==> src/rtl/cache_axi_pkg.sv <==
// Shared types and helpers for the cache-line to word-AXI bridge.
// Read/write FSM encodings, word width, line alignment and the fixed byte-select.
package cache_axi_pkg;

  localparam int WORD_W = 32;
  localparam logic [3:0] AXI_SEL = 4'b1111;

  typedef enum logic [1:0] {
    R_IDLE = 2'd0,
    R_BUSY = 2'd1,
    R_DONE = 2'd2
  } r_state_e;

  typedef enum logic [1:0] {
    W_IDLE = 2'd0,
    W_BUSY = 2'd1,
    W_DONE = 2'd2
  } w_state_e;

  // Clears the in-line byte offset; off_w is log2(line bytes).
  function automatic logic [WORD_W-1:0] line_base(input logic [WORD_W-1:0] addr,
                                                  input int off_w);
    line_base = addr & ~((32'd1 << off_w) - 32'd1);
  endfunction

endpackage

==> src/rtl/cache_axi_arbiter.sv <==
// Read-requester arbiter: fixed priority (lowest index) or round-robin from last_grant+1.
// Combinational grant, gated by gnt_en_i; last_grant updates only on an actual grant.
module cache_axi_arbiter #(
  parameter int N_RD   = 2,
  parameter int ARB_RR = 0,
  localparam int IDX_W = (N_RD > 1) ? $clog2(N_RD) : 1
) (
  input  logic             clk,
  input  logic             rst,
  input  logic [N_RD-1:0]  elig_i,
  input  logic             gnt_en_i,
  output logic [N_RD-1:0]  gnt_oh_o,
  output logic [IDX_W-1:0] gnt_idx_o,
  output logic             gnt_vld_o
);

  logic [IDX_W-1:0] last_grant_q, last_grant_d;
  logic [N_RD-1:0]  elig_shift;
  logic             found;
  int               cand;

  always_comb begin
    found      = 1'b0;
    gnt_idx_o  = '0;
    elig_shift = '0;
    cand       = 0;
    for (int i = 0; i < N_RD; i++) begin
      cand       = (ARB_RR != 0) ? ((int'(last_grant_q) + 1 + i) % N_RD) : i;
      elig_shift = elig_i >> cand;
      if (!found && elig_shift[0]) begin
        found     = 1'b1;
        gnt_idx_o = IDX_W'(cand);
      end
    end
    gnt_vld_o    = found && gnt_en_i;
    gnt_oh_o     = gnt_vld_o ? (N_RD'(1) << gnt_idx_o) : '0;
    last_grant_d = gnt_vld_o ? gnt_idx_o : last_grant_q;
  end

  // Reset to the top index so channel 0 is first in round-robin mode.
  always_ff @(posedge clk) begin
    if (!rst) begin
      last_grant_q <= IDX_W'(N_RD - 1);
    end else begin
      last_grant_q <= last_grant_d;
    end
  end

endmodule

==> src/rtl/cache_axi_bridge.sv <==
// Cache-line bridge: N_RD arbitrated line readers plus one write-back, as single-word AXI beats.
// Read line done grant+1+LINE_WORDS at full rate; beats wait on rdata_valid_i / wdata_resp_i.
module cache_axi_bridge
  import cache_axi_pkg::*;
#(
  parameter int N_RD       = 2,
  parameter int LINE_WORDS = 8,
  parameter int ARB_RR     = 0
) (
  input  logic                         clk,
  input  logic                         rst,
  input  logic [N_RD-1:0]              ren_i,
  input  logic [WORD_W*N_RD-1:0]       araddr_i,
  output logic [N_RD-1:0]              rvalid_o,
  output logic [WORD_W*LINE_WORDS-1:0] rdata_o,
  input  logic                         wen_i,
  input  logic [WORD_W-1:0]            awaddr_i,
  input  logic [WORD_W*LINE_WORDS-1:0] wdata_i,
  output logic                         bvalid_o,
  output logic                         axi_ce_o,
  output logic [3:0]                   axi_sel_o,
  output logic                         axi_ren_o,
  output logic                         axi_rready_o,
  output logic [WORD_W-1:0]            axi_raddr_o,
  input  logic [WORD_W-1:0]            rdata_i,
  input  logic                         rdata_valid_i,
  output logic                         axi_wen_o,
  output logic                         axi_wvalid_o,
  output logic [WORD_W-1:0]            axi_waddr_o,
  output logic [WORD_W-1:0]            axi_wdata_o,
  output logic                         axi_wlast_o,
  input  logic                         wdata_resp_i
);

  localparam int OFF_W  = $clog2(LINE_WORDS) + 2;
  localparam int CNT_W  = $clog2(LINE_WORDS);
  localparam int IDX_W  = (N_RD > 1) ? $clog2(N_RD) : 1;
  localparam int LINE_W = WORD_W * LINE_WORDS;
  localparam logic [CNT_W-1:0] LAST_BEAT = CNT_W'(LINE_WORDS - 1);

  r_state_e           r_state_q, r_state_d;
  logic [WORD_W-1:0]  r_line_q, r_line_d;
  logic [IDX_W-1:0]   r_idx_q, r_idx_d;
  logic [CNT_W-1:0]   r_cnt_q, r_cnt_d;
  logic [LINE_W-1:0]  r_buf_q, r_buf_d;

  w_state_e           w_state_q, w_state_d;
  logic [WORD_W-1:0]  w_line_q, w_line_d;
  logic [CNT_W-1:0]   w_cnt_q, w_cnt_d;
  logic [LINE_W-1:0]  w_buf_q, w_buf_d;

  logic [N_RD-1:0]    elig;
  logic [N_RD-1:0]    gnt_oh;
  logic [IDX_W-1:0]   gnt_idx;
  logic               gnt_vld;
  logic [WORD_W-1:0]  gnt_addr;
  logic [WORD_W-1:0]  ch_line;
  logic [WORD_W-1:0]  wr_line_in;
  logic               hazard;

  // A read may not start on a line that a write-back owns or is about to claim.
  always_comb begin
    elig       = '0;
    ch_line    = '0;
    hazard     = 1'b0;
    wr_line_in = line_base(awaddr_i, OFF_W);
    for (int k = 0; k < N_RD; k++) begin
      ch_line = line_base(araddr_i[WORD_W*k +: WORD_W], OFF_W);
      if (w_state_q != W_IDLE) begin
        hazard = (ch_line == w_line_q);
      end else begin
        hazard = wen_i && (ch_line == wr_line_in);
      end
      elig[k] = ren_i[k] && !hazard;
    end
  end

  cache_axi_arbiter #(
    .N_RD   (N_RD),
    .ARB_RR (ARB_RR)
  ) u_arb (
    .clk       (clk),
    .rst       (rst),
    .elig_i    (elig),
    .gnt_en_i  (r_state_q == R_IDLE),
    .gnt_oh_o  (gnt_oh),
    .gnt_idx_o (gnt_idx),
    .gnt_vld_o (gnt_vld)
  );

  always_comb begin
    gnt_addr = '0;
    for (int k = 0; k < N_RD; k++) begin
      gnt_addr = gnt_addr | (araddr_i[WORD_W*k +: WORD_W] & {WORD_W{gnt_oh[k]}});
    end
  end

  always_comb begin
    r_state_d = r_state_q;
    r_line_d  = r_line_q;
    r_idx_d   = r_idx_q;
    r_cnt_d   = r_cnt_q;
    r_buf_d   = r_buf_q;
    case (r_state_q)
      R_IDLE: begin
        if (gnt_vld) begin
          r_line_d  = line_base(gnt_addr, OFF_W);
          r_idx_d   = gnt_idx;
          r_cnt_d   = '0;
          r_state_d = R_BUSY;
        end
      end
      R_BUSY: begin
        if (rdata_valid_i) begin
          r_buf_d[WORD_W*int'(r_cnt_q) +: WORD_W] = rdata_i;
          if (r_cnt_q == LAST_BEAT) begin
            r_state_d = R_DONE;
          end else begin
            r_cnt_d = r_cnt_q + 1'b1;
          end
        end
      end
      R_DONE:  r_state_d = R_IDLE;
      default: r_state_d = R_IDLE;
    endcase
  end

  always_comb begin
    w_state_d = w_state_q;
    w_line_d  = w_line_q;
    w_cnt_d   = w_cnt_q;
    w_buf_d   = w_buf_q;
    case (w_state_q)
      W_IDLE: begin
        if (wen_i) begin
          w_line_d  = wr_line_in;
          w_buf_d   = wdata_i;
          w_cnt_d   = '0;
          w_state_d = W_BUSY;
        end
      end
      W_BUSY: begin
        if (wdata_resp_i) begin
          if (w_cnt_q == LAST_BEAT) begin
            w_state_d = W_DONE;
          end else begin
            w_cnt_d = w_cnt_q + 1'b1;
          end
        end
      end
      W_DONE:  w_state_d = W_IDLE;
      default: w_state_d = W_IDLE;
    endcase
  end

  // Every output is a pure decode of registered state, so reset clears them on the next edge.
  always_comb begin
    rvalid_o     = '0;
    rdata_o      = '0;
    bvalid_o     = 1'b0;
    axi_ren_o    = 1'b0;
    axi_rready_o = 1'b0;
    axi_raddr_o  = '0;
    axi_wen_o    = 1'b0;
    axi_wvalid_o = 1'b0;
    axi_waddr_o  = '0;
    axi_wdata_o  = '0;
    axi_wlast_o  = 1'b0;
    if (r_state_q == R_BUSY) begin
      axi_ren_o    = 1'b1;
      axi_rready_o = 1'b1;
      axi_raddr_o  = {r_line_q[WORD_W-1:OFF_W], r_cnt_q, 2'b00};
    end
    if (r_state_q == R_DONE) begin
      rvalid_o = N_RD'(1) << r_idx_q;
      rdata_o  = r_buf_q;
    end
    if (w_state_q == W_BUSY) begin
      axi_wen_o    = 1'b1;
      axi_wvalid_o = 1'b1;
      axi_waddr_o  = {w_line_q[WORD_W-1:OFF_W], w_cnt_q, 2'b00};
      axi_wdata_o  = w_buf_q[WORD_W*int'(w_cnt_q) +: WORD_W];
      axi_wlast_o  = (w_cnt_q == LAST_BEAT);
    end
    bvalid_o  = (w_state_q == W_DONE);
    axi_ce_o  = axi_ren_o | axi_wen_o;
    axi_sel_o = AXI_SEL;
  end

  always_ff @(posedge clk) begin
    if (!rst) begin
      r_state_q <= R_IDLE;
      r_line_q  <= '0;
      r_idx_q   <= '0;
      r_cnt_q   <= '0;
      r_buf_q   <= '0;
      w_state_q <= W_IDLE;
      w_line_q  <= '0;
      w_cnt_q   <= '0;
      w_buf_q   <= '0;
    end else begin
      r_state_q <= r_state_d;
      r_line_q  <= r_line_d;
      r_idx_q   <= r_idx_d;
      r_cnt_q   <= r_cnt_d;
      r_buf_q   <= r_buf_d;
      w_state_q <= w_state_d;
      w_line_q  <= w_line_d;
      w_cnt_q   <= w_cnt_d;
      w_buf_q   <= w_buf_d;
    end
  end

endmodule

==> config.mk <==
export PLATFORM = sky130hd
export DESIGN_NAME = cache_axi_bridge
export DESIGN_NICKNAME = d
export VERILOG_FILES = /design/src/rtl/cache_axi_pkg.sv /design/src/rtl/cache_axi_arbiter.sv /design/src/rtl/cache_axi_bridge.sv
export SDC_FILE = /design/constraint.sdc
export NUM_CORES = 1
export LEC_CHECK = 0
export BUFFER_PORTS_ARGS = -buffer_cell sky130_fd_sc_hd__buf_4
export CORE_AREA = 2 2 294 296
export CTS_BUF_LIST = sky130_fd_sc_hd__clkbuf_4 sky130_fd_sc_hd__clkbuf_8
export DETAILED_ROUTE_END_ITERATION = 12
export DIE_AREA = 0 0 296 298
export PLACE_DENSITY_LB_ADDON = 0.2
export RECOVER_POWER = 50
export SLEW_MARGIN = 20
export SYNTH_ARGS = -nofsm -noshare
export SYNTH_HDL_FRONTEND = slang
export SYNTH_SLANG_ARGS = --single-unit
==> constraint.sdc <==
create_clock -name clk -period 6.1 [get_ports clk]
set_input_delay 0.61 -clock clk [delete_from_list [all_inputs] [get_ports clk]]
set_output_delay 0.61 -clock clk [all_outputs]
set_load 0.005 [all_outputs]
==> impl_results.md, run 1 <==
* Failing checks: max-capacitance violations, max-slew violations
* Grt met2 use at 40.35%
* Synth warn at 0
* H-tree depth at 3
* Area delta synth->final at 30.22%
* Critical Path AT at 5120 ps
* Worst path required time at 6720 ps
* Longest Clk Path Bufs at 3
* Largest cells by area after synthesis: dfxtp_1 (42%), a21boi_1 (13%), nand2_1 (12%), and2_1 (7.3%), mux4_2 (5.3%)
* Fin crit share at 73.69%
* CTS tree: built
* PortBufs at 732
* CP Launch Type: flip-flop
* Relative slew slack at -181.6%
* Routed WL at 108.9 mm
* Number of synthesized flops with an enable pin at 0
* Ys flop type: dfxtp_1
* Drt via density at 4.896
* CP Class: reg -> reg
* Vias in the first global route at 24151
* # IOs at 756
* Total CTS buffers at 104
* Initial core utilization at 32.16%
* Synthesized instance count at 3241
* Synth top area share at 42.32%
* Period minus WS final at 4495 ps
* DIE AREA at 88210 µm²
* Post-route ant nets at 0
* Setup bufs post-CTS at 0
* Lkg Pwr at 13.84 nW
* WL/cell at 21.54 µm
* DRT iter0 DRCs at 1642
* Min-delay src: wdata_i[90]
* Worst hold-check path type: in -> reg
* Met1 track utilization from global routing at 27.00%
* DP Wirelength at 75.03 mm
* Synth Cell Area at 27290 µm²
* Worst Max-Slew Pin Slew at 4224 ps
* Grt peak-use layer: met2
* Core Footprint at 84880 µm²
* Clock tree root driver cell: clkbuf_8
* First-pass GRT wire length at 157.5 mm
* Reg2reg start: r_state_q[0]$_SDFFE_PN0P_
* Fmax at 222.5 MHz
* DR vias at 24747
* Yosys reg bits at 577
* M3 GR Usage at 8.072%
* Ratio of cells with drive above 1 in the final layout at 25.78%
* Syn avg cell area at 8.421 µm²
* Netlist cell types at 48
* Hold_ws at 104.2 ps
* Clk Latency, worst-skew pair at 750 ps
* Utilization after layout at 41.87%
* Peak VDD IR at 0.1741 mV
* Area post-placement at 33450 µm²
* Cell taking the most area after synthesis: dfxtp_1
* Row count at 107
* Most frequent cells in the layout: nand2_1 (863), buf_4 (700), dfxtp_1 (574)
* # DRC at 0
* Initial antenna violation count at 22
* First-pass DRT Iterations at 8
* Commonest non-fill, non-tap cell in the layout: nand2_1
* TritonCTS Sinks at 577
* Hold_buf cts at 0
* Post-CTS sizing at 0
* Hold Vio Cnt, Final at 0
* TNS Setup at 0 ps
* Async set-reset flop share out of synthesis at 0%
* Design Area, Final at 35540 µm²
* RSZ-0062 raised after global routing: false
* Die Span Y at 298 µm
* Status: finished, violations left
* Die width at 296 µm
* Max Slew Vio Count at 706
* Clock transition at path regs at 60 ps
* Post-layout nets at 4214
* PwrDens at 252.7 nW/µm²
* Largest net degree at the start of global routing at 259
* Overall routing resource usage at 23.76%
* Fin Clk Skew at 61.90 ps
* Final GP Congestion at 0.9004
* Total gr overflow at 0
* Origin of the worst setup path: r_state_q[0]$_SDFFE_PN0P_
* Max_cap viols at 9
* Critical Path Fanout Max at 39
* Sequential fraction of the synthesis area at 42.32%
* Final setup violation count at 0
* Tot Pwr at 0.008982 W
* CP Capture Type: flip-flop
## cell type report
type | count | area (µm²)
multi-input cells | 2357 | 14570
diodes | 16 | 40.04
clock inverters | 13 | 167.7
repair buffers | 770 | 5657
inverters | 4 | 15.01
clock buffers | 174 | 2101
flip-flops and latches | 577 | 11560
fillers | 8904 | 49340
well taps | 1144 | 1431
## path summary, 6_finish.rpt
check	endpoint	slack (ps)	cells past startpoint
max	r_buf_q[153]$_SDFFE_PN0P_	1600	8
min	w_buf_q[90]$_SDFFE_PN0P_	100	3
max reg2reg	r_buf_q[153]$_SDFFE_PN0P_	1600	8
min reg2reg	r_buf_q[146]$_SDFFE_PN0P_	440	2
## cell families (layout without fill, tap and decap cells)
group | count (synthesis) | in the layout | synth area share [%]
multiplexers | 100 | 100 | 6.601
flip-flops | 577 | 577 | 42.32
other | 2 | 24 | 0.02752
AND/OR/NAND/NOR | 1553 | 1553 | 26.39
XOR/XNOR | 108 | 108 | 3.466
buffers and inverters | 313 | 961 | 4.548
AO/OA/AOI/OAI | 579 | 579 | 16.23
adder cells (fa/ha/maj) | 9 | 9 | 0.4126
## metal layers
layer  part of all wire (%)  up-vias
met5                  0.080        -
met4                    3.8       14
met3                    9.2      178
met2                     49      823
met1                     38    11796
li1                       -    11936
## state kept, by name, indices dropped and copies added (netlist names)
name / flops
r_buf_q: 256
w_buf_q: 256
r_line_q: 27
w_line_q: 27
r_cnt_q: 3
w_cnt_q: 3
r_state_q: 2
w_state_q: 2
r_idx_q: 1
## synthesized netlist by cell type (all sizes together), types with 2 or more instances
| library cell | instances |
|---|---|
| nand2 | 863 |
| dfxtp | 577 |
| a21boi | 540 |
| and2 | 320 |
| clkbuf | 273 |
| nand3 | 234 |
| mux4 | 64 |
| xnor2 | 63 |
| xor2 | 45 |
| nor2 | 41 |
| buf | 36 |
| mux2i | 36 |
| nor2b | 36 |
| a222oi | 27 |
| nand4 | 18 |
| nor4 | 15 |
| ha | 9 |
| nor3 | 7 |
| and3 | 4 |
| inv | 4 |
| nand2b | 4 |
| a22oi | 3 |
| nor3b | 3 |
| conb | 2 |
| o21ai | 2 |
| or3 | 2 |
| or4 | 2 |
## power by group
part | switching, W | internal (W)
clock | 0.00175 | 0.00223
combinational | 0.000546 | 0.000464
sequential | 0.0000886 | 0.00391
## through the flow
stage	std cells	setup slack [ps]
after global routing	5048	1191
after global placement	4852	2463
after floorplan	3247	3597
after CTS	5039	2237
after detailed placement	4852	2396
final	5055	1605
## critical path: stages, from the launching register on
cell and delay, ps:
dfxtp_1 340, nor2b_2 130, clkbuf_1 1270, nand2_1 240, or3_1 450, nor3_2 120, clkbuf_1 1430, nand3_1 160
a21boi_0 270
Power figures use the tool's default switching activity.
==> inputs of run 2 (changes only) <==
--- a/config.mk
+++ b/config.mk
@@ -5,11 +5,12 @@
 export SDC_FILE = /design/constraint.sdc
 export NUM_CORES = 1
 export LEC_CHECK = 0
+export ABC_AREA = 1
 export BUFFER_PORTS_ARGS = -buffer_cell sky130_fd_sc_hd__buf_4
-export CORE_AREA = 2 2 294 296
+export CORE_AREA = 2 2 292 294
 export CTS_BUF_LIST = sky130_fd_sc_hd__clkbuf_4 sky130_fd_sc_hd__clkbuf_8
 export DETAILED_ROUTE_END_ITERATION = 12
-export DIE_AREA = 0 0 296 298
+export DIE_AREA = 0 0 294 296
 export PLACE_DENSITY_LB_ADDON = 0.2
 export RECOVER_POWER = 50
 export SLEW_MARGIN = 20
==> constraint.sdc (replaced) <==
create_clock -name clk -period 3.68 [get_ports clk]
set_input_delay 0.368 -clock clk [delete_from_list [all_inputs] [get_ports clk]]
set_output_delay 0.368 -clock clk [all_outputs]
set_load 0.005 [all_outputs]
==> run 2 against run 1 <==
  * The flow now finishes without violations
  * Synthesized cell count up 27%
  * Largest cell class unchanged
  * Via count up 21%
  * Flip-flop and latch count unchanged
  * Clock power up 64%
  * Critical path type is now reg -> out
==> impl_results.md, run 2 <==
* Status: finished, final reports clean
* Ratio of cells with drive above 1 in the final layout at 18.37% (-7.4 points)
* Synth warn at 0 (unchanged)
* CTS tree: built
* Post-synth top cells: nor2_1 (1200), o21ai_0 (632), dfxtp_1 (577)
* PortBufs at 732 (unchanged)
* Cell taking the most area after synthesis: dfxtp_1
* Syn avg cell area at 6.549 µm² (-22%)
* Final setup violation count at 0 (unchanged)
* Clk Latency, worst-skew pair at 710 ps (-40 ps)
* FILL cells at 8809 (-1.1%)
* Row count at 107 (unchanged)
* Met1 track utilization from global routing at 32.28% (+5.3 points)
* CP Class: reg -> out
* DR vias at 29979 (+21%)
* First-pass GRT wire length at 170.0 mm (+7.9%)
* Ys flop type: dfxtp_1
* Sw frac at 30.39% (+3.9 points)
* Initial antenna violation count at 10 (-55%)
* Area post-placement at 33210 µm² (-0.71%)
* PwrDens at 430.5 nW/µm² (+70%)
* TNS Setup at 0 ps (unchanged)
* Clock transition at path regs at 60 ps (about the same)
* Drt via density at 4.811 (-1.7%)
* WL/cell at 18.62 µm (-14%)
* Max_cap viols at 0 (-9)
* Peak VDD IR at 0.3190 mV (+83%)
* # DRC at 0 (unchanged)
* Critical Path AT at 2970 ps (-2150 ps)
* Vias in the first global route at 27889 (+15%)
* Critical Path Fanout Max at 52 (+33%)
* Hold Vio Cnt, Final at 0 (unchanged)
* DP Wirelength at 80.60 mm (+7.4%)
* Die Span Y at 296 µm (-0.67%)
* Core Footprint at 84210 µm² (-0.79%)
* CP Capture Type: primary output
* Most frequent cells in the layout: nor2_1 (1200), buf_4 (660), o21ai_0 (632)
* Async set-reset flop share out of synthesis at 0% (unchanged)
* Area delta synth->final at 42.90%
* Worst Hold Path Cells at 3 (unchanged)
* Logic pwr share at 19.2% (+8.0 points)
* Fmax at 299.3 MHz
* Clock tree root driver cell: clkbuf_8
* Sequential fraction of the synthesis area at 42.79% (+0.47 points)
* RSZ-0062 raised after global routing: false
* TritonCTS Sinks at 577 (unchanged)
* Period minus WS final at 3341 ps
* Longest Clk Path Bufs at 3 (unchanged)
* Grt peak-use layer: met2
* Routed WL at 116.0 mm (+6.5%)
* DRT iter0 DRCs at 2108 (+28%)
* Total gr overflow at 0 (unchanged)
* Netlist cell types at 32 (-33%)
* Largest net degree at the start of global routing at 259 (unchanged)
* Fin crit share at 90.79%
* Max Slew Vio Count at 0 (-100%)
* Synth top area share at 42.79% (+0.47 points)
* Overall routing resource usage at 25.34% (+1.6 points)
* Utilization after layout at 45.81% (+3.9 points)
* Worst Max-Slew Pin Slew at 1325 ps (-2899 ps)
* Final GP Congestion at 0.8972 (-0.36%)
* Net Switching at 0.005047 W (+110%)
* Largest registers: r_buf_q: 256 flops, w_buf_q: 256 flops
* DIE AREA at 87020 µm² (-1.3%)
* Worst hold-check path type: in -> reg
* M3 GR Usage at 5.171% (-2.9 points)
* Yosys reg bits at 577 (unchanged)
* R2R depth at 16 (+8)
* Commonest non-fill, non-tap cell in the layout: nor2_1
* Design Area, Final at 38580 µm² (+8.5%)
* Grt met2 use at 42.09% (+1.7 points)
* Post-layout nets at 5447 (+29%)
* Lkg Pwr at 16.52 nW (+19%)
* Flop2flop setup slack at 510 ps (-1090 ps)
* Worst path required time at 3310 ps (-3410 ps)
* Sequential share of power at 41.6% (-2.9 points)
* Number of synthesized flops with an enable pin at 0 (unchanged)
* Setup bufs post-CTS at 0 (unchanged)
* H-tree depth at 3 (unchanged)
* Die width at 294 µm (-0.68%)
* Relative slew slack at 11.67% (+190 points)
* Fin Clk Skew at 45.23 ps (-16.67 ps)
* Synthesized instance count at 4122 (+27%)
* Largest cells by area after synthesis: dfxtp_1 (43%), nor2_1 (17%), o21ai_0 (12%), inv_1 (6.4%), nand2_1 (5.1%)
* # IOs at 756 (unchanged)
* Post-route ant nets at 0 (unchanged)
* Initial core utilization at 32.06% (-0.098 points)
* Top-count cell post-synth: nor2_1
* Synth Cell Area at 27000 µm² (-1.1%)
* CP Launch Type: flip-flop
* Total CTS buffers at 102 (-1.9%)
* Clock power frac at 39.2% (-5.0 points)
* First-pass DRT Iterations at 6 (-2)
* Post-CTS sizing at 0 (unchanged)
* Internal power at 0.01156 W (+75%)
run 2: path summary, 6_finish.rpt:
| path | start | to |
|---|---|---|
| max | r_state_q[0]$_SDFFE_PN0P_ | rdata_o[97] |
| max reg2reg | w_line_q[26]$_SDFFE_PN0P_ | r_line_q[7]$_SDFFE_PN0P_ |
| min | wdata_i[254] | w_buf_q[254]$_SDFFE_PN0P_ |
| min reg2reg | r_buf_q[9]$_SDFFE_PN0P_ | r_buf_q[9]$_SDFFE_PN0P_ |
run 2: cells by family (layout without fill, tap and decap cells):
group           after synthesis  after routing  share of synthesized area [%]
compound gates             1014           1014                          19.54
flops                       577            577                          42.79
buf+inv                     769           1770                          10.99
xor+xnor                     54             54                          1.752
simple gates               1697           1697                          24.49
fa+ha+maj                     9              9                         0.4171
other cells                   2             20                        0.02782
run 2: per-stage QoR:
stage	std cells	hold slack, ps	worst slack, ps	power, W
after floorplan	4128	430.0	1331	0.008684
after global placement	5698	440.7	939.9	0.009877
after detailed placement	5698	444.7	855.5	0.009900
after CTS	6219	0.1814	401.6	0.01675
after global routing	6229	19.40	112.4	0.01741
final	6231	38.90	339.1	0.01661
run 2: per-layer routing:
metal	share of wire, %	routed length [µm]	vias up
met5	0	0	-
met4	3.7	4257	0
met3	6.7	7779	233
met2	47	54830	1010
met1	42	49150	13862
li1	-	-	14874
run 2: repair_timing:
item / in CTS / in global routing
hold buffers: 335 / 0
endpoints found under the hold margin: 326 / 0
endpoints found under the setup margin: 0 / 0
run 2: cell type report:
| cell class | instances | area [µm²] | area share, % |
|---|---|---|---|
| Multi-Input combinational cell | 2782 | 12490 | 32.37 |
| Sequential cell | 577 | 11550 | 29.95 |
| Clock inverter | 16 | 135.1 | 0.3503 |
| Clock buffer | 170 | 2102 | 5.449 |
| Inverter | 468 | 1767 | 4.580 |
| Tap cell | 1090 | 1364 | 3.535 |
| Timing Repair Buffer | 1116 | 9138 | 23.69 |
| Antenna cell | 12 | 30.03 | 0.07784 |
run 2: worst max-delay path, cell delays in order, from the launching register on:
cell	delay, ps
dfxtp_1	350
inv_1	80
nand2_2	700
clkbuf_4	730
nor2_1	220
buf_4	200
run 2: power by group through the flow:
| stage | sequential [W] | clock, W | combinational [W] |
|---|---|---|---|
| 4_1_cts | 0.00691 | 0.00666 | 0.00318 |
| 3_5_place_dp | 0.00704 | 0 | 0.00286 |
| 3_3_place_gp | 0.00703 | 0 | 0.00285 |
| 6_report | 0.00691 | 0.00651 | 0.00319 |
| 2_1_floorplan | 0.00698 | 0 | 0.00170 |
| 5_1_grt | 0.00696 | 0.00694 | 0.00351 |
